### src/rtl/serial_subtractor.sv
// Bit-serial two's-complement subtractor: Diff = A - B - Bin, one bit per clock, LSB first.
// Start/busy/done handshake; results held in registers until the next operation completes.
module serial_subtractor #(
  parameter int unsigned WIDTH = 4
) (
  input  logic             clk,
  input  logic             reset,
  input  logic             start,
  input  logic [WIDTH:0]   A,
  input  logic [WIDTH:0]   B,
  input  logic             Bin,
  output logic             busy,
  output logic             done,
  output logic [WIDTH:0]   Diff,
  output logic             Borrow,
  output logic             Overflow
);

  localparam int unsigned CntW = $clog2(WIDTH + 1);

  typedef enum logic [1:0] {StIdle, StShift, StDone} state_e;

  state_e          state_q, state_d;
  logic [WIDTH:0]  a_q, a_d, b_q, b_d, res_q, res_d, diff_q, diff_d;
  logic [CntW-1:0] cnt_q, cnt_d;
  logic            c_q, c_d, borrow_q, borrow_d, ovf_q, ovf_d;
  logic            accept, last, nb, sum, cout;

  // One full-adder cell: a + ~b + c.
  assign nb   = ~b_q[0];
  assign sum  = a_q[0] ^ nb ^ c_q;
  assign cout = (a_q[0] & nb) | (a_q[0] & c_q) | (nb & c_q);
  assign last = (cnt_q == CntW'(WIDTH));

  assign accept = start && (state_q == StIdle || state_q == StDone);

  always_comb begin
    state_d  = state_q;
    a_d      = a_q;
    b_d      = b_q;
    res_d    = res_q;
    cnt_d    = cnt_q;
    c_d      = c_q;
    diff_d   = diff_q;
    borrow_d = borrow_q;
    ovf_d    = ovf_q;

    unique case (state_q)
      StIdle, StDone: begin
        state_d = StIdle;
        if (accept) begin
          state_d = StShift;
          a_d     = A;
          b_d     = B;
          c_d     = ~Bin;
          cnt_d   = '0;
        end
      end
      StShift: begin
        res_d = {sum, res_q[WIDTH:1]};
        a_d   = {1'b0, a_q[WIDTH:1]};
        b_d   = {1'b0, b_q[WIDTH:1]};
        c_d   = cout;
        cnt_d = cnt_q + 1'b1;
        if (last) begin
          state_d  = StDone;
          diff_d   = {sum, res_q[WIDTH:1]};
          borrow_d = ~cout;
          // a_q[0]/b_q[0] hold the captured sign bits while processing the MSB.
          ovf_d    = (a_q[0] ^ b_q[0]) & (sum ^ a_q[0]);
        end
      end
      default: state_d = StIdle;
    endcase
  end

  always_ff @(posedge clk) begin
    if (reset) begin
      state_q  <= StIdle;
      a_q      <= '0;
      b_q      <= '0;
      res_q    <= '0;
      cnt_q    <= '0;
      c_q      <= 1'b0;
      diff_q   <= '0;
      borrow_q <= 1'b0;
      ovf_q    <= 1'b0;
    end else begin
      state_q  <= state_d;
      a_q      <= a_d;
      b_q      <= b_d;
      res_q    <= res_d;
      cnt_q    <= cnt_d;
      c_q      <= c_d;
      diff_q   <= diff_d;
      borrow_q <= borrow_d;
      ovf_q    <= ovf_d;
    end
  end

  assign busy     = (state_q == StShift);
  assign done     = (state_q == StDone);
  assign Diff     = diff_q;
  assign Borrow   = borrow_q;
  assign Overflow = ovf_q;

endmodule

### config.mk
export PLATFORM = sky130hd
export DESIGN_NAME = serial_subtractor
export DESIGN_NICKNAME = d
export VERILOG_FILES = /design/src/rtl/serial_subtractor.sv
export SDC_FILE = /design/constraint.sdc
export NUM_CORES = 1
export LEC_CHECK = 0
export BUFFER_PORTS_ARGS = -buffer_cell sky130_fd_sc_hd__buf_2
export CAP_MARGIN = 15
export CORE_ASPECT_RATIO = 0.9
export CORE_MARGIN = 5
export CORE_UTILIZATION = 49
export DETAILED_ROUTE_END_ITERATION = 6
export GPL_ROUTABILITY_DRIVEN = 0
export PLACE_DENSITY = 0.76
export REMOVE_ABC_BUFFERS = 1
export SLEW_MARGIN = 10
export SYNTH_ARGS = -nofsm -noshare
export SYNTH_HDL_FRONTEND = slang
export SYNTH_SLANG_ARGS = --single-unit
### constraint.sdc
create_clock -name clk -period 1.83 [get_ports clk]
set_clock_uncertainty 0.1 [all_clocks]
set_input_delay 0.183 -clock clk [delete_from_list [all_inputs] [get_ports clk]]
set_output_delay 0.183 -clock clk [all_outputs]
set_load 0.05 [all_outputs]
==> flow_summary.yaml <==
floorplan:
  coreArea_mm2: 0.002202
  die_w_um: 60.73
  start_util_pct: 51.53
  die_height_um: 55.66
  num_rows: 16
  ioPinCount: 23
  die_area_mm2: 0.003380
critical_path:
  cp_max_fo: 3
  cpMaxStageDelayCell: "fa_1"
  r2r_end: "Overflow$_SDFFE_PP0P_"
  endpoint_kind: "flip-flop"
  path_class: "flip-flop to flip-flop"
  r2r_cells: 5
  cp_num_buf_inv: 1
  cp.depth: 5
  crit_path_end: "Overflow$_SDFFE_PP0P_"
  crit_path_start_kind: "flip-flop"
  r2r_slack_ps: 150
  cp_cell_sequence: "inv_1 -> fa_1 -> xnor2_1 -> or3_1 -> a21oi_2"
  crit_path_max_incr_delay_ps: 510
  reg2reg_from: "b_q[0]$_SDFFE_PP0P_"
  crit_start: "b_q[0]$_SDFFE_PP0P_"
  critPathArrivalTime_ps: 1860
  crit_family: "adder cells"
  required_ps: 2000
grt:
  grt_antenna_before_repair: 0
  use_met3_pct: 2.784
  grt_pass1_vias: 835
  grt_overflow: 0
  grt_use_met2_pct: 21.07
  grt_pass1_wl_mm: 3.456
  track_usage_pct: 13.42
  grt_max_degree: 28
  grtUsageMet1_pct: 16.64
  top_usage_layer: "met2"
sta:
  min_period_ps: 1684
  setup_violations: 0
  whs_ps: 12.63
  fin_crit_sh_pct: 92.03
  hold_violations: 0
  rsz0062_at_grt: "false"
  slew_viol_final: 0
  tightest_slew_ps: 485.2
  max_freq_mhz: 593.7
  setup_tns_ps: 0
  maxSlewHeadroom_pct: 67.65
power_and_ir_drop:
  p_leak_uw: 0.0005960
  intPower_uw: 769.0
  comb_power_share_pct: 15.0
  seqPwrFrac_pct: 60.9
  p_switching_uw: 280.7
  total_power_uw: 1050
  switching_share_pct: 26.74
  p_per_area_mw_per_mm2: 775.4
  pwr-share-clk_pct: 24.1
  ir_worst_vdd_mv: 0.5516
clock_network:
  cts_tree: "done"
  clk_pin_slew_ps: 140
  clockRootBuffer: "clkbuf_4"
  cts_resized: 0
  post_cts_buffers: 0
  clock_latency_ps: 320
  ctsHoldBuffers: 8
  cts.sinks: 27
  clockBufferDepth: 2
  cts_buffers: 3
  htree_levels: 1
cells_and_area:
  layout.cells.non_filler: 187
  fillers: 197
  antennaDiodeCount: 0
  nNetsFinal: 179
  mostFrequentLayoutCell: "nand2_1"
  final_cell_mix: "nand2_1, dfxtp_1, buf_2"
  design_area_mm2: 0.001354
  areaGrowthSynthToFinish_pct: 19.29
  drive_gt1_share_pct: 18.75
logic_synthesis:
  syn_area_mm2: 0.001135
  synth_warnings: 0
  ys_seq_elements: 27
  synthCells: 133
  synth.avg_cell_area_um2: 8.533
  ys_types: 26
  yosysSeqAreaShare_pct: 47.63
hold_path:
  min_path_type: "primary input to flip-flop"
route:
  wl_per_cell_um: 11.65
  wl_mm: 2.179
  viasPerCell: 4.952
  first_iter_violations: 13
  ant_nets: 0
  drtPass1Iterations: 4
  drc: 0
  vias: 926
outcome:
  status: "complete, no violations"
placed_design:
  dpl.cell_count: 175
  portBuffers: 22
  place_area_mm2: 0.001246
  dp_hpwl_mm: 1.454
run:
  max_cap_violations: 0
cell families after synthesis:
kind of cell / count (synthesis) / synth area share (%)
flip-flops: 27 / 47.63
AND/OR/NAND/NOR: 61 / 23.37
buffers and inverters: 13 / 5.512
AO/OA/AOI/OAI: 21 / 12.46
XOR/XNOR: 2 / 1.544
multiplexers: 5 / 4.410
adder cells (fa/ha/maj): 4 / 5.072
worst register-to-register path: cells and delay by family, from the launching register on:
family          cells  cell delay (ps)
buf+inv             1               70
flops               1              350
compound gates      1              130
simple gates        1              330
xor+xnor            1              140
fa+ha+maj           1              510
stage by stage:
step,worst slack [ps],util [%]
after detailed placement,171.2,56.59
after floorplan,-210.1,-
after global routing,48.50,61.48
after CTS,139.7,61.48
after global placement,211.0,56.59
final,145.8,61.48
layout make-up:
class	instances	area (um2)	share of cell area [%]
timing repair buffer	32	205.2	15.16
tap	27	33.78	2.495
multi-input combinational	93	531.8	39.28
clock buffer	3	22.52	1.664
inverter	4	15.01	1.109
sequential	27	540.5	39.93
clock inverter	1	5.005	0.3697
power groups by stage:
stage / sequential (uW) / clock (uW) / combinational [uW]
5_1_grt: 644 / 290 / 178
3_5_place_dp: 652 / 0 / 144
2_1_floorplan: 647 / 0 / 97.6
3_3_place_gp: 650 / 0 / 140
6_report: 639 / 253 / 158
4_1_cts: 639 / 266 / 158
per-layer routing:
layer | routed length (um) | part of all wire, % | vias to the layer above
met5 | 0 | 0 | -
met4 | 48 | 2.2 | 0
met3 | 93 | 4.3 | 5
met2 | 1017 | 47 | 18
met1 | 1019 | 47 | 404
li1 | - | - | 499
synthesized netlist by cell type:
cell | count | area (um2)
a21oi_1 | 11 | 55.05
a21oi_2 | 1 | 8.760
a311oi_1 | 8 | 70.07
and2b_1 | 2 | 15.01
buf_1 | 2 | 7.510
buf_2 | 5 | 25.02
buf_6 | 1 | 11.26
clkbuf_1 | 1 | 3.750
clkinv_1 | 1 | 3.750
dfxtp_1 | 27 | 540.5
fa_1 | 1 | 20.02
ha_1 | 3 | 37.54
inv_1 | 3 | 11.26
mux2i_1 | 5 | 50.05
nand2_1 | 32 | 120.1
nand2b_1 | 2 | 12.51
nand3_1 | 4 | 20.02
nand3b_1 | 2 | 15.01
nand4b_1 | 1 | 8.760
nor2_1 | 15 | 56.30
nor3_1 | 1 | 5.000
o211ai_1 | 1 | 7.510
or2_2 | 1 | 6.260
or3_1 | 1 | 6.260
xnor2_1 | 1 | 8.760
xor2_1 | 1 | 8.760
worst min path at each step:
stage | startpoint | end | slack [ps] | depth (start not counted)
2_1_floorplan | reset | Overflow$_SDFFE_PP0P_ | 150 | 1
3_3_place_gp | B[4] | b_q[4]$_SDFFE_PP0P_ | 320 | 3
3_5_place_dp | A[4] | a_q[4]$_SDFFE_PP0P_ | 340 | 3
4_1_cts | A[2] | a_q[2]$_SDFFE_PP0P_ | 1 | 3
5_1_grt | A[2] | a_q[2]$_SDFFE_PP0P_ | 3 | 3
6_report | A[2] | a_q[2]$_SDFFE_PP0P_ | 10 | 3
flip-flops by register name (all words and copies together), names as in the netlist:
name and cells:
Overflow 1, state_q 2, b_q 5, res_q 4, cnt_q 3, Diff 5, c_q 1, a_q 5
Borrow 1
Power figures use the tool's default switching activity.
